File: src/rtl/rf80386_pkg.sv
// rf80386_pkg: shared selector/descriptor types and descriptor-loader enums for the rf80386 core.
package rf80386_pkg;

    typedef enum logic [1:0] {
        KIND_CS   = 2'd0,
        KIND_SS   = 2'd1,
        KIND_DATA = 2'd2
    } e_desc_kind;

    typedef enum logic [2:0] {
        FLT_NONE = 3'd0,
        FLT_GP   = 3'd1,
        FLT_NP   = 3'd2,
        FLT_SS   = 3'd3,
        FLT_BUS  = 3'd4
    } e_desc_fault;

    typedef struct packed {
        logic [12:0] ndx;
        logic        ti;
        logic [1:0]  rpl;
    } selector_t;

    typedef struct packed {
        logic [7:0]  base_hi;
        logic        g;
        logic        db;
        logic        l;
        logic        avl;
        logic [3:0]  limit_hi;
        logic        p;
        logic [1:0]  dpl;
        logic        s;
        logic [3:0]  typ;
        logic [23:0] base_lo;
        logic [15:0] limit_lo;
    } desc386_t;

    // Data segments are always readable; code segments only with the R bit.
    function automatic logic fnIsReadableCodeOrData(input logic [3:0] typ);
        return !typ[3] || typ[1];
    endfunction

endpackage

File: src/rtl/rf80386_desc_check.sv
// rf80386_desc_check: combinational type/privilege/present checks on a fetched segment descriptor.
module rf80386_desc_check
    import rf80386_pkg::*;
(
    input  logic [63:0] desc_i,
    input  logic [1:0]  kind_i,
    input  logic [1:0]  cpl_i,
    input  logic [1:0]  rpl_i,
    output logic [2:0]  fault_o
);
    desc386_t    d;
    e_desc_fault f;
    logic [1:0]  max_pl;

    assign d       = desc386_t'(desc_i);
    assign max_pl  = (cpl_i > rpl_i) ? cpl_i : rpl_i;
    assign fault_o = f;

    // Priority order matters: the first failing check decides the fault.
    always_comb begin
        f = FLT_NONE;
        if (!d.s)
            f = FLT_GP;
        else if (kind_i == KIND_CS && !d.typ[3])
            f = FLT_GP;
        else if (kind_i == KIND_SS && (d.typ[3] || !d.typ[1] || d.dpl != rpl_i || d.dpl != cpl_i))
            f = FLT_GP;
        else if (kind_i == KIND_DATA && (!fnIsReadableCodeOrData(d.typ) ||
                 ((!d.typ[3] || !d.typ[2]) && d.dpl < max_pl)))
            f = FLT_GP;
        else if (!d.p)
            f = (kind_i == KIND_SS) ? FLT_SS : FLT_NP;
    end

endmodule

File: src/rtl/rf80386_desc_loader.sv
// rf80386_desc_loader: GDT/LDT descriptor fetch over Wishbone plus protected-mode load checks.
// Optional accessed-bit write-back (locked RMW) enabled by defining RF80386_DESC_ACCESSED_EN.
module rf80386_desc_loader
    import rf80386_pkg::*;
#(
    parameter int AWID        = 32,
    parameter int TBL_LIMIT_W = 32
) (
    input  logic                   clk_i,
    input  logic                   rst_ni,
    input  logic                   req_i,
    input  logic [15:0]            sel_i,
    input  logic [1:0]             kind_i,
    input  logic [1:0]             cpl_i,
    input  logic [AWID-1:0]        gdt_base_i,
    input  logic [TBL_LIMIT_W-1:0] gdt_limit_i,
    input  logic [AWID-1:0]        ldt_base_i,
    input  logic [TBL_LIMIT_W-1:0] ldt_limit_i,
    output logic                   busy_o,
    output logic                   done_o,
    output logic                   null_o,
    output logic [63:0]            desc_o,
    output logic                   fault_o,
    output logic [2:0]             fault_code_o,
    output logic [15:0]            err_code_o,
    output logic                   cyc_o,
    output logic                   stb_o,
    output logic                   we_o,
    output logic                   lock_o,
    output logic [3:0]             sel_o,
    output logic [AWID-1:0]        adr_o,
    output logic [31:0]            dat_o,
    input  logic [31:0]            dat_i,
    input  logic                   ack_i,
    input  logic                   err_i
);
    typedef enum logic [2:0] {
        S_IDLE, S_CHK, S_RD_LO, S_RD_HI, S_VALIDATE, S_ACC_WR, S_DONE
    } state_t;

    state_t                 state, nxt;
    selector_t              sel_q;
    logic [1:0]             kind_q, cpl_q;
    logic [AWID-1:0]        base_q, adr;
    logic [TBL_LIMIT_W-1:0] limit_q;
    logic [63:0]            desc_q, desc_fin;
    logic [2:0]             chk_code, res_code;
    logic                   set_res, res_null, is_null, over, bus_act;

    rf80386_desc_check u_check (
        .desc_i  (desc_q),
        .kind_i  (kind_q),
        .cpl_i   (cpl_q),
        .rpl_i   (sel_q.rpl),
        .fault_o (chk_code)
    );

    assign is_null = sel_q.ndx == 13'd0 && !sel_q.ti;
    assign over    = TBL_LIMIT_W'({sel_q.ndx, 3'b111}) > limit_q;
    assign adr     = base_q + AWID'({sel_q.ndx, 3'b000}) + ((state == S_RD_LO) ? AWID'(0) : AWID'(4));
    assign bus_act = state == S_RD_LO || state == S_RD_HI || state == S_ACC_WR;

    // Bus controls decode straight from state so an async reset drops them at once.
    assign cyc_o  = bus_act;
    assign stb_o  = bus_act;
    assign adr_o  = bus_act ? adr : '0;
    assign sel_o  = (state == S_RD_LO || state == S_RD_HI) ? 4'hF : (state == S_ACC_WR) ? 4'b0010 : 4'h0;
    assign done_o = state == S_DONE;
    assign busy_o = state != S_IDLE && state != S_DONE;

`ifdef RF80386_DESC_ACCESSED_EN
    assign we_o     = state == S_ACC_WR;
    assign lock_o   = state == S_RD_LO || state == S_RD_HI || state == S_VALIDATE || state == S_ACC_WR;
    assign dat_o    = we_o ? (desc_q[63:32] | 32'h100) : 32'h0;
    assign desc_fin = desc_q | 64'h0000_0100_0000_0000;
`else
    assign we_o     = 1'b0;
    assign lock_o   = 1'b0;
    assign dat_o    = 32'h0;
    assign desc_fin = desc_q;
`endif

    always_comb begin
        nxt      = state;
        set_res  = 1'b0;
        res_code = FLT_NONE;
        res_null = 1'b0;
        case (state)
            S_IDLE: nxt = req_i ? S_CHK : S_IDLE;
            S_CHK: begin
                if (is_null || over) begin
                    nxt      = S_DONE;
                    set_res  = 1'b1;
                    res_null = is_null && kind_q == KIND_DATA;
                    res_code = res_null ? FLT_NONE : FLT_GP;
                end else
                    nxt = S_RD_LO;
            end
            S_RD_LO, S_RD_HI, S_ACC_WR: begin
                if (err_i) begin
                    nxt      = S_DONE;
                    set_res  = 1'b1;
                    res_code = FLT_BUS;
                end else if (ack_i) begin
                    nxt     = (state == S_RD_LO) ? S_RD_HI : (state == S_RD_HI) ? S_VALIDATE : S_DONE;
                    set_res = state == S_ACC_WR;
                end
            end
            S_VALIDATE: begin
                res_code = chk_code;
`ifdef RF80386_DESC_ACCESSED_EN
                nxt     = (chk_code == FLT_NONE && !desc_q[40]) ? S_ACC_WR : S_DONE;
                set_res = nxt == S_DONE;
`else
                nxt     = S_DONE;
                set_res = 1'b1;
`endif
            end
            default: nxt = S_IDLE;
        endcase
    end

    always_ff @(posedge clk_i or negedge rst_ni) begin
        if (!rst_ni) begin
            state        <= S_IDLE;
            sel_q        <= '0;
            kind_q       <= '0;
            cpl_q        <= '0;
            base_q       <= '0;
            limit_q      <= '0;
            desc_q       <= '0;
            null_o       <= 1'b0;
            desc_o       <= '0;
            fault_o      <= 1'b0;
            fault_code_o <= '0;
            err_code_o   <= '0;
        end else begin
            state <= nxt;
            if (state == S_IDLE && req_i) begin
                sel_q   <= selector_t'(sel_i);
                kind_q  <= kind_i;
                cpl_q   <= cpl_i;
                base_q  <= sel_i[2] ? ldt_base_i : gdt_base_i;
                limit_q <= sel_i[2] ? ldt_limit_i : gdt_limit_i;
            end
            if (state == S_RD_LO && ack_i && !err_i)
                desc_q[31:0] <= dat_i;
            if (state == S_RD_HI && ack_i && !err_i)
                desc_q[63:32] <= dat_i;
            if (set_res) begin
                null_o       <= res_null;
                desc_o       <= res_null ? 64'h0 : desc_fin;
                fault_o      <= res_code != FLT_NONE;
                fault_code_o <= res_code;
                err_code_o   <= {sel_q[15:2], 2'b00};
            end
        end
    end

endmodule

File: config.mk
export PLATFORM = sky130hd
export DESIGN_NAME = rf80386_desc_loader
export DESIGN_NICKNAME = d
export VERILOG_FILES = /design/src/rtl/rf80386_pkg.sv /design/src/rtl/rf80386_desc_check.sv /design/src/rtl/rf80386_desc_loader.sv
export SDC_FILE = /design/constraint.sdc
export NUM_CORES = 1
export LEC_CHECK = 0
export ABC_AREA = 1
export ABC_CLOCK_PERIOD_IN_PS = 3600
export CAP_MARGIN = 15
export CORE_MARGIN = 1
export CORE_UTILIZATION = 25
export CTS_CLUSTER_DIAMETER = 50
export DETAILED_ROUTE_END_ITERATION = 10
export SYNTH_ARGS = -nofsm -noshare
export SYNTH_HDL_FRONTEND = slang
export SYNTH_SLANG_ARGS = --single-unit
File: constraint.sdc
create_clock -name clk_i -period 3.6 [get_ports clk_i]
set_input_delay 0.54 -clock clk_i [delete_from_list [all_inputs] [get_ports clk_i]]
set_output_delay 0.54 -clock clk_i [all_outputs]
set_load 0.02 [all_outputs]
# Word-level counts from Yosys, hierarchy flattened
# Index checks and enable logic that the tools add are counted.
# totals
regBits	234
inputBits	185
out_inout_bits	159
elab_cells	96
# classes
n_addsub	2
order_cmp	3
eq_ne	12
mux	31
reduce_logical	33
# ops
op	count
32-bit 2-to-1 mux	3
64-bit 2-to-1 mux	1
3-bit 2-to-1 mux	11
32-bit by 16-bit adder with 32-bit output	1
32-bit by 3-bit adder with 32-bit output	1
16-bit by 32-bit > comparator with 1-bit output	1
13-bit zero test	1
1-bit logical AND	12
3-bit one-hot mux with 4 select lines	1
3-bit equality test (second input constant)	3
1-bit logical OR	9
1-bit 2-to-1 mux	9
3-bit one-hot mux with 3 select lines	1
3-bit by 2-bit equality test with 1-bit output (second input constant)	2
1-bit zero test	6
2-bit 2-to-1 mux	3
3-bit != test (second input constant)	2
3-bit nonzero test	2
4-bit 2-to-1 mux	1
2-bit != test	2
3-bit by 1-bit equality test with 1-bit output (second input constant)	1
3-bit zero test	1
1-bit one-hot mux with 3 select lines	1
3-bit OR reduction	1
other kinds (5)	5

# Logic depth before layout (Yosys ltp)
# Gate-level depths: netlist (run 1).
# depth
word_depth	12
mapped_depth	20
mapped_depth_nobuf	20

# Hierarchy
# Synthesis (run 1) repeated with hierarchy kept, for this count alone.
# unflattened
hier_cells	1502
hier_area_um2	11810.1
# modules_own_cells
mod	instances	cells_per_inst	area_each_um2	seq_area_each_um2
rf80386_desc_loader	1	1457	11569.8	5855.6
rf80386_desc_check	1	45	240.2	0.0

# Worst setup path before layout (run 1)
# Ideal clock, no wire load.
# synth_timing
path_type	reg2out
from	register state[1]
to	output adr_o[20]
arrival_time_ps	2473
t_required_ps	3060
path_slack_ps	587
stages_incl_launch_ff	20
n_path_buf	0
path_cell_list	dfrtp_1 inv_1 nor2_1 inv_2 nor2_2 inv_2 ha_1 inv_1 fa_1 inv_1 nand3_1 nand2_1 nand2_1 nand2_1 nand2_1 nand2_1 nand2_1 nand2_1 a21oi_1 nor3_1
# synth_between
elab_chain_len	4
elab_cells_between_ends	8
classes_between	add/sub (1); eq/ne (3); mux (2); reduce/logical (2)
# synth_lines
item	line	source
start, declared	rf80386_desc_loader.sv:41	state_t state, nxt;
start signal, assigned	rf80386_desc_loader.sv:138	state <= nxt;
3-bit by 2-bit equality test with 1-bit output (on tied branches)	rf80386_desc_loader.sv:60, rf80386_desc_loader.sv:61	
3-bit 2-to-1 mux or 1-bit logical OR (tied branches)	rf80386_desc_loader.sv:60, rf80386_desc_loader.sv:61	
32-bit by 3-bit adder with 32-bit output or 1-bit logical OR (tied branches)	rf80386_desc_loader.sv:60, rf80386_desc_loader.sv:61	
32-bit 2-to-1 mux (*)	rf80386_desc_loader.sv:66	assign adr_o = bus_act ? adr : '0;
end, declared	rf80386_desc_loader.sv:31	output logic [AWID-1:0] adr_o,
# Every way passes the cells marked *; elsewhere a longest branch is shown, timed or not.

# Worst setup path after layout (run 1)
# layout_timing
from	register state[1]
to	output adr_o[28]
# The elaborated chain is that of the path after synthesis.

==> impl_metrics.ini, run 1 <==
[route]
viasPerCell = 4.47
dr_total_vias = 10726
remaining_drc_errors = 0
wl_um = 38400
route.antenna.remaining_nets = 0
drt-pass1-iter-count = 5
initialDrtViolationCount = 804
routedWlPerCell_um = 16.0

[clock_network]
cts_root_buf = sky130_fd_sc_hd__clkbuf_16
cts_tree = built
max-clock-path-buffers = 3
cts_buffers = 31
clkLatencyLatePin_ps = 570
cts.sink_count = 234
post_cts_hold_buffer_count = 0
clkTransAtPathRegs_ps = 60
number_of_h_tree_branching_levels = 1

[global_routing]
grt_max_degree = 143
via_count_of_the_first_global_routing_pass = 10705
groute.usage.overall = 0.159
grt_remaining_overflow = 0
grt_first_pass_wirelength_um = 59700
grt_antenna_before_repair = 1

[outcome]
run_status = finished, violations left
violations = hold timing

[setup_path]
crit_path_max_fanout = 5
r2r_setup_slack_ps = 700
reg2reg_from = sel_q[13]
worst-endpoint-required_ps = 3060
critical_path_class = flop to output pin
critPathCaptureType = output pin
cp_data_arrival_time_ps = 2960
worst_setup_path_start_kind = flop
worst_r2r_endpoint = desc_o[21]
rr_worst_depth = 13

[yosys]
main_area_contributors_after_synthesis = sky130_fd_sc_hd__dfrtp_1 50%, sky130_fd_sc_hd__nand2_1 14%, sky130_fd_sc_hd__nor2_1 6.2%
synthDominantAreaCellType = sky130_fd_sc_hd__dfrtp_1
yosys_register_bits = 234
synth.yosys.seq_area_share = 0.500
asyncSetResetFlopFracSynth = 1.00
yosys_cell_types = 37
netlist_instances = 1481
synth_area_per_cell_sq_um = 7.91
ys.flop_type = sky130_fd_sc_hd__dfrtp_1
synthDominantCellAreaShare = 0.500
count_of_yosys_warnings_during_synthesis = 0
synth_edf_count = 0
synth_area_sq_um = 11700

[sta]
max_slew.worst_pin.slew_ps = 1100
timing.hold.ws_ps = -17.3
min_period_ps = 3500
finalClockSkew_ps = 11.8
timing.final.setup_violations = 0
final.period_utilization = 0.972
timing.slew.headroom = 0.266
clock.fmax_mhz = 286
grt_setup_unrepaired = yes
max_slew_violation_total_from_the_final_report = 0
final_hold_viol_count = 16

[place]
dp.final_hpwl_um = 28400
io_buffer_count = 307
routabilityCongestion = 0.812
post-place-cells = 2334

[flow_run]
cap_violations = 0

[floorplan]
fp-row-count = 78
io-pin-count = 344
dieWidth_um = 218
initial_core_util = 0.256
die_height_um = 218
floorplan.die_area_sq_um = 47700
core_area_sq_um = 45800

[pwr]
peakVddDrop_v = 0.000475
leakagePower_nw = 7.94
power_density_over_cell_area_nw_per_um2 = 911
finalPower_mw = 15.1

[min_path]
timing.hold.worst.class = primary input to async pin

[finish]
post_route_cells_drive_above_1_share = 0.0818
stdcell_count = 2397
fillCellCount = 4784
layout.nets = 1991
antenna-diode-count = 0
final_core_utilization = 0.361
syn2layout_area_growth_pct = 41.2
## cell usage after synthesis (2+ instances only)
master	number
sky130_fd_sc_hd__or2_2	2
sky130_fd_sc_hd__clkbuf_1	52
sky130_fd_sc_hd__nand4_1	9
sky130_fd_sc_hd__ha_1	31
sky130_fd_sc_hd__nand3_1	88
sky130_fd_sc_hd__nand2_1	451
sky130_fd_sc_hd__inv_2	4
sky130_fd_sc_hd__buf_2	7
sky130_fd_sc_hd__buf_4	48
sky130_fd_sc_hd__a21oi_1	45
sky130_fd_sc_hd__xor2_1	2
sky130_fd_sc_hd__inv_1	104
sky130_fd_sc_hd__or2_1	2
sky130_fd_sc_hd__nor4_1	4
sky130_fd_sc_hd__o21ai_1	4
sky130_fd_sc_hd__o21a_1	3
sky130_fd_sc_hd__nor3_1	9
sky130_fd_sc_hd__nor2_1	192
sky130_fd_sc_hd__o21ai_0	109
sky130_fd_sc_hd__dfrtp_1	234
sky130_fd_sc_hd__and3_1	2
sky130_fd_sc_hd__o31ai_1	64
## per-layer routing
layer / wire length [um] / GRT usage / vias to the layer above
met3: 2840 / 0.0391 / 52
met1: 16600 / 0.202 / 4992
met4: 724 / 0.0296 / 2
met5: 12 / 0 / -
li1: - / - / 5312
met2: 18200 / 0.272 / 368
## placed cells by master (no fill, tap or decap), types with 8 or more instances in the layout
cell	count
sky130_fd_sc_hd__ha_1	23
sky130_fd_sc_hd__clkbuf_16	31
sky130_fd_sc_hd__buf_12	9
sky130_fd_sc_hd__o21ai_0	103
sky130_fd_sc_hd__nor2_1	190
sky130_fd_sc_hd__o31ai_1	64
sky130_fd_sc_hd__nor3_1	9
sky130_fd_sc_hd__nand3_1	83
sky130_fd_sc_hd__conb_1	36
sky130_fd_sc_hd__dfrtp_1	231
sky130_fd_sc_hd__a21oi_1	44
sky130_fd_sc_hd__clkdlybuf4s50_1	276
sky130_fd_sc_hd__nand4_1	9
sky130_fd_sc_hd__nand2_1	442
sky130_fd_sc_hd__buf_4	26
sky130_fd_sc_hd__inv_1	100
sky130_fd_sc_hd__o21ai_1	9
sky130_fd_sc_hd__inv_2	8
## critical path, cell delays in order (launching register included)
cell                      delay (ps)
sky130_fd_sc_hd__dfrtp_1         390
sky130_fd_sc_hd__inv_2            70
sky130_fd_sc_hd__nor2_2           40
sky130_fd_sc_hd__inv_2            50
sky130_fd_sc_hd__nor2_2           40
sky130_fd_sc_hd__inv_2            80
sky130_fd_sc_hd__ha_4            140
sky130_fd_sc_hd__inv_2            30
sky130_fd_sc_hd__fa_2            330
sky130_fd_sc_hd__inv_2            80
sky130_fd_sc_hd__nand3_2          70
sky130_fd_sc_hd__nand2_2          90
sky130_fd_sc_hd__nand2_1          60
sky130_fd_sc_hd__nand2_1          60
sky130_fd_sc_hd__nand2_1          70
sky130_fd_sc_hd__nand2_2         100
sky130_fd_sc_hd__nand2_2          60
sky130_fd_sc_hd__nand2_4         110
sky130_fd_sc_hd__buf_6           130
sky130_fd_sc_hd__nand3_2          70
sky130_fd_sc_hd__o21ai_1         140
sky130_fd_sc_hd__a21oi_1          50
sky130_fd_sc_hd__buf_4           160
## logic make-up after synthesis
logic type	Yosys count	synth area share
and+or+nand+nor	763	0.262
DFF	234	0.500
AOI/OAI and AO/OA	229	0.113
buffers and inverters	218	0.0868
adders and majority gates	32	0.0348
xor gates and xnor gates	3	0.00224
other	1	0.000320
muxes	1	0.000961
## area by class of cell
class | count | area [sq um] | share of cell area
Sequential cell | 234 | 5860 | 0.354
Multi-Input combinational cell | 1064 | 5140 | 0.311
Timing Repair Buffer | 334 | 3350 | 0.202
Clock buffer | 40 | 850 | 0.0514
Tap cell | 600 | 751 | 0.0454
Inverter | 109 | 409 | 0.0247
Clock inverter | 16 | 176 | 0.0107
## repair_timing
action,CTS,global route
gates resized for setup,48,49
pin swaps,0,11
setup endpoints to repair,22,24
gates cloned,0,0
buffers inserted,2,4
## how the worst max path moves through the flow
stage / slack (ps) / endpoint / cells past startpoint / startpoint
after global placement: 50 / adr_o[20] / 20 / state[1]
after floorplan: 590 / adr_o[20] / 19 / state[1]
final: 100 / adr_o[28] / 22 / state[1]
after detailed placement: -30 / adr_o[20] / 20 / state[1]
after global routing: -80 / adr_o[28] / 22 / state[1]
after CTS: -9 / adr_o[28] / 22 / state[1]
## through the flow
step	worst slack (ps)	cell area [sq um]	hold slack, ps	TNS, ps
finish	99.1	16500	-17.3	0
global route	-80.1	16500	26.6	-367
CTS	-9.11	16400	2.08	-14.2
detailed placement	-31.4	15300	462	-31.4
global placement	46.7	15300	460	0
floorplan	587	11800	244	0
## state kept, by name, summed over array words and instances, names as in the netlist
| register | count |
|---|---|
| cpl_q | 2 |
| desc_fin | 64 |
| limit_q | 32 |
| fault_o | 1 |
| kind_q | 2 |
| null_o | 1 |
| desc_o | 64 |
| base_q | 32 |
| sel_q | 16 |
| err_code_o | 14 |
| state | 3 |
| fault_code_o | 3 |
## power breakdown
group | internal, mW | total [mW] | switching, mW
sequential | 3.83 | 4.76 | 0.926
combinational | 2.95 | 7.29 | 4.33
clock | 1.82 | 3.02 | 1.19
total | 8.61 | 15.1 | 6.46
No activity file was read; power rests on OpenSTA's default activity.
==> run 2: changes to the inputs <==
- CTS_CLUSTER_DIAMETER: 50 -> default
- CTS_CLUSTER_SIZE: default -> 8
- SYNTH_HIERARCHICAL: default -> 1
==> impl_metrics.ini, run 2 <==
[outcome]
run_status = complete, no violations

[setup_path]
worst_r2r_endpoint = fault_o
rr_worst_depth = 16
crit_chain = nor2_1 > inv_1 > nor2_2 > inv_2 > ha_2 > fa_2 > nand3_1 > nand3_2 > nand4_1 > nand2_1 > nand2_2 > nand2_4 > buf_4 > o21ai_0 > a21oi_1 > buf_2
critical-path-top-delay-family = simple AND/OR/NAND/NOR gates
crit_path_max_fanout = 5
cp_data_arrival_time_ps = 2910
reg2reg_from = sel_q[15]
critical-path-slowest-cell = sky130_fd_sc_hd__dfrtp_1
crit_path_max_incr_delay_ps = 380
critical_path_class = flop to output pin
worst_setup_path_start_kind = flop
critPathCaptureType = output pin
worst-endpoint-required_ps = 3060
r2r_setup_slack_ps = 810
cp.buffers_inverters = 4

[pwr]
power.switching_mw = 6.25
leakagePower_nw = 8.08
pwr-share-seq = 0.322
power_report.internal_total_mw = 8.43
share_clk_of_total_power = 0.198
power_density_over_cell_area_nw_per_um2 = 891
p_sw_frac = 0.426
power_frac_comb = 0.480
peakVddDrop_v = 0.000463

[finish]
post_route_cells_drive_above_1_share = 0.0687
fillCellCount = 4855
antenna-diode-count = 0
mostFrequentLayoutCell = sky130_fd_sc_hd__nand2_1
mostFrequentLayoutCells = 458 x sky130_fd_sc_hd__nand2_1, 278 x sky130_fd_sc_hd__clkdlybuf4s50_1, 233 x sky130_fd_sc_hd__dfrtp_1
syn2layout_area_growth_pct = 39.5
layout.nets = 2018
fin_area_sq_um = 16500

[sta]
final.period_utilization = 0.958
final_hold_viol_count = 0
finalClockSkew_ps = 10.3
max_slew.worst_pin.slew_ps = 798
min_period_ps = 3450
final.setup.tns_ps = 0
timing.slew.headroom = 0.468
fin_ws_ps = 152
clock.fmax_mhz = 290
grt_setup_unrepaired = yes
max_slew_violation_total_from_the_final_report = 0
timing.final.setup_violations = 0

[yosys]
synth_edf_count = 0
synth.yosys.seq_area_share = 0.496
ys.flop_type = sky130_fd_sc_hd__dfrtp_1
yosys_cell_types = 38
netlist_top_cells_count = 464 x sky130_fd_sc_hd__nand2_1, 234 x sky130_fd_sc_hd__dfrtp_1, 195 x sky130_fd_sc_hd__nor2_1
yosys_register_bits = 234
synthDominantCellAreaShare = 0.496
synthMostInstantiatedCell = sky130_fd_sc_hd__nand2_1
synth_area_per_cell_sq_um = 7.86
netlist_instances = 1502
synth_area_sq_um = 11800
main_area_contributors_after_synthesis = sky130_fd_sc_hd__dfrtp_1 50%, sky130_fd_sc_hd__nand2_1 15%, sky130_fd_sc_hd__nor2_1 6.2%
synthDominantAreaCellType = sky130_fd_sc_hd__dfrtp_1
count_of_yosys_warnings_during_synthesis = 6
asyncSetResetFlopFracSynth = 1.00

[floorplan]
initial_core_util = 0.254
dieWidth_um = 219
io-pin-count = 344
core_area_sq_um = 46600
floorplan.die_area_sq_um = 48100
fp-row-count = 79
die_height_um = 219

[clock_network]
cts.sink_count = 234
cts_buffers = 35
cts_tree = built
clkTransAtPathRegs_ps = 50
number_of_h_tree_branching_levels = 2
clkLatencyLatePin_ps = 520
cts_root_buf = sky130_fd_sc_hd__clkbuf_16
max-clock-path-buffers = 3

[min_path]
timing.hold.worst.class = primary input to async pin

[global_routing]
grt_remaining_overflow = 0
grt_first_pass_wirelength_um = 60700
grt_antenna_before_repair = 1
grt_max_degree = 149
groute.usage.overall = 0.163
via_count_of_the_first_global_routing_pass = 10667

[route]
initialDrtViolationCount = 706
drt-pass1-iter-count = 5
viasPerCell = 4.49
dr_total_vias = 10829
remaining_drc_errors = 0
wl_um = 39100
route.antenna.remaining_nets = 0
routedWlPerCell_um = 16.2

[place]
routabilityCongestion = 0.853
dp.final_hpwl_um = 28500
pre_cts_setup_slack_ps = 33.0
io_buffer_count = 307
placed_area_sq_um = 15500

[flow_run]
cap_violations = 0
==> run 2: routing by layer <==
layer	track usage	part of all wire
met5	0	0.00028
met4	0.0389	0.016
met3	0.0510	0.081
met2	0.278	0.48
met1	0.197	0.43
==> run 2: through the flow <==
step,utilization,total power [mW],instances,hold slack (ps)
floorplan,-,8.74,1537,244
global placement,0.332,11.7,2369,458
global route,0.354,15.9,2413,73.4
CTS,0.353,14.8,2411,49.4
finish,0.354,14.7,2413,23.5
detailed placement,0.332,11.8,2369,462
==> run 2: how the worst max path moves through the flow <==
stage                     cells past startpoint         to      from  slack [ps]
after floorplan                              16  adr_o[30]  state[1]         710
after global placement                       18  adr_o[24]  state[1]          30
after detailed placement                     18  adr_o[24]  state[1]          30
after CTS                                    17  adr_o[26]  state[0]           5
after global routing                         18  adr_o[24]  state[1]         -60
final                                        16  adr_o[18]  state[0]         150
==> run 2: timing repair <==
action	CTS	global route
setup endpoints to repair	25	24
resized for setup	42	48
buffers inserted	0	2
pin swaps	0	2
endpoints found under the hold margin	0	0
hold buffers	0	0
gates cloned	0	0
==> run 2: cells by family (layout without fill, tap and decap cells) <==
| logic type | count (synthesis) | in the layout | share of synthesized area |
|---|---|---|---|
| flops | 234 | 234 | 0.496 |
| other cells | 2 | 37 | 0.000636 |
| xor+xnor | 5 | 5 | 0.00371 |
| fa+ha+maj | 32 | 32 | 0.0345 |
| buf+inv | 233 | 502 | 0.0935 |
| simple gates | 772 | 772 | 0.260 |
| compound gates | 224 | 224 | 0.111 |
==> run 2: layout make-up <==
class                           count  area (sq um)  area share
Sequential cell                   234          5860       0.356
Multi-Input combinational cell   1070          5120       0.311
Timing Repair Buffer              337          3340       0.203
Tap cell                          607           759      0.0461
Clock buffer                       40           905      0.0549
Clock inverter                      2          28.8     0.00175
Inverter                          123           462      0.0280
==> run 2: power by group through the flow <==
| stage | clock (mW) | sequential [mW] | combinational, mW |
|---|---|---|---|
| after CTS | 3.01 | 4.74 | 7.06 |
| after detailed placement | 0 | 4.75 | 7.04 |
| after global routing | 3.13 | 4.88 | 7.92 |
| after floorplan | 0 | 4.89 | 3.86 |
| after global placement | 0 | 4.73 | 6.94 |
| final | 2.91 | 4.72 | 7.04 |
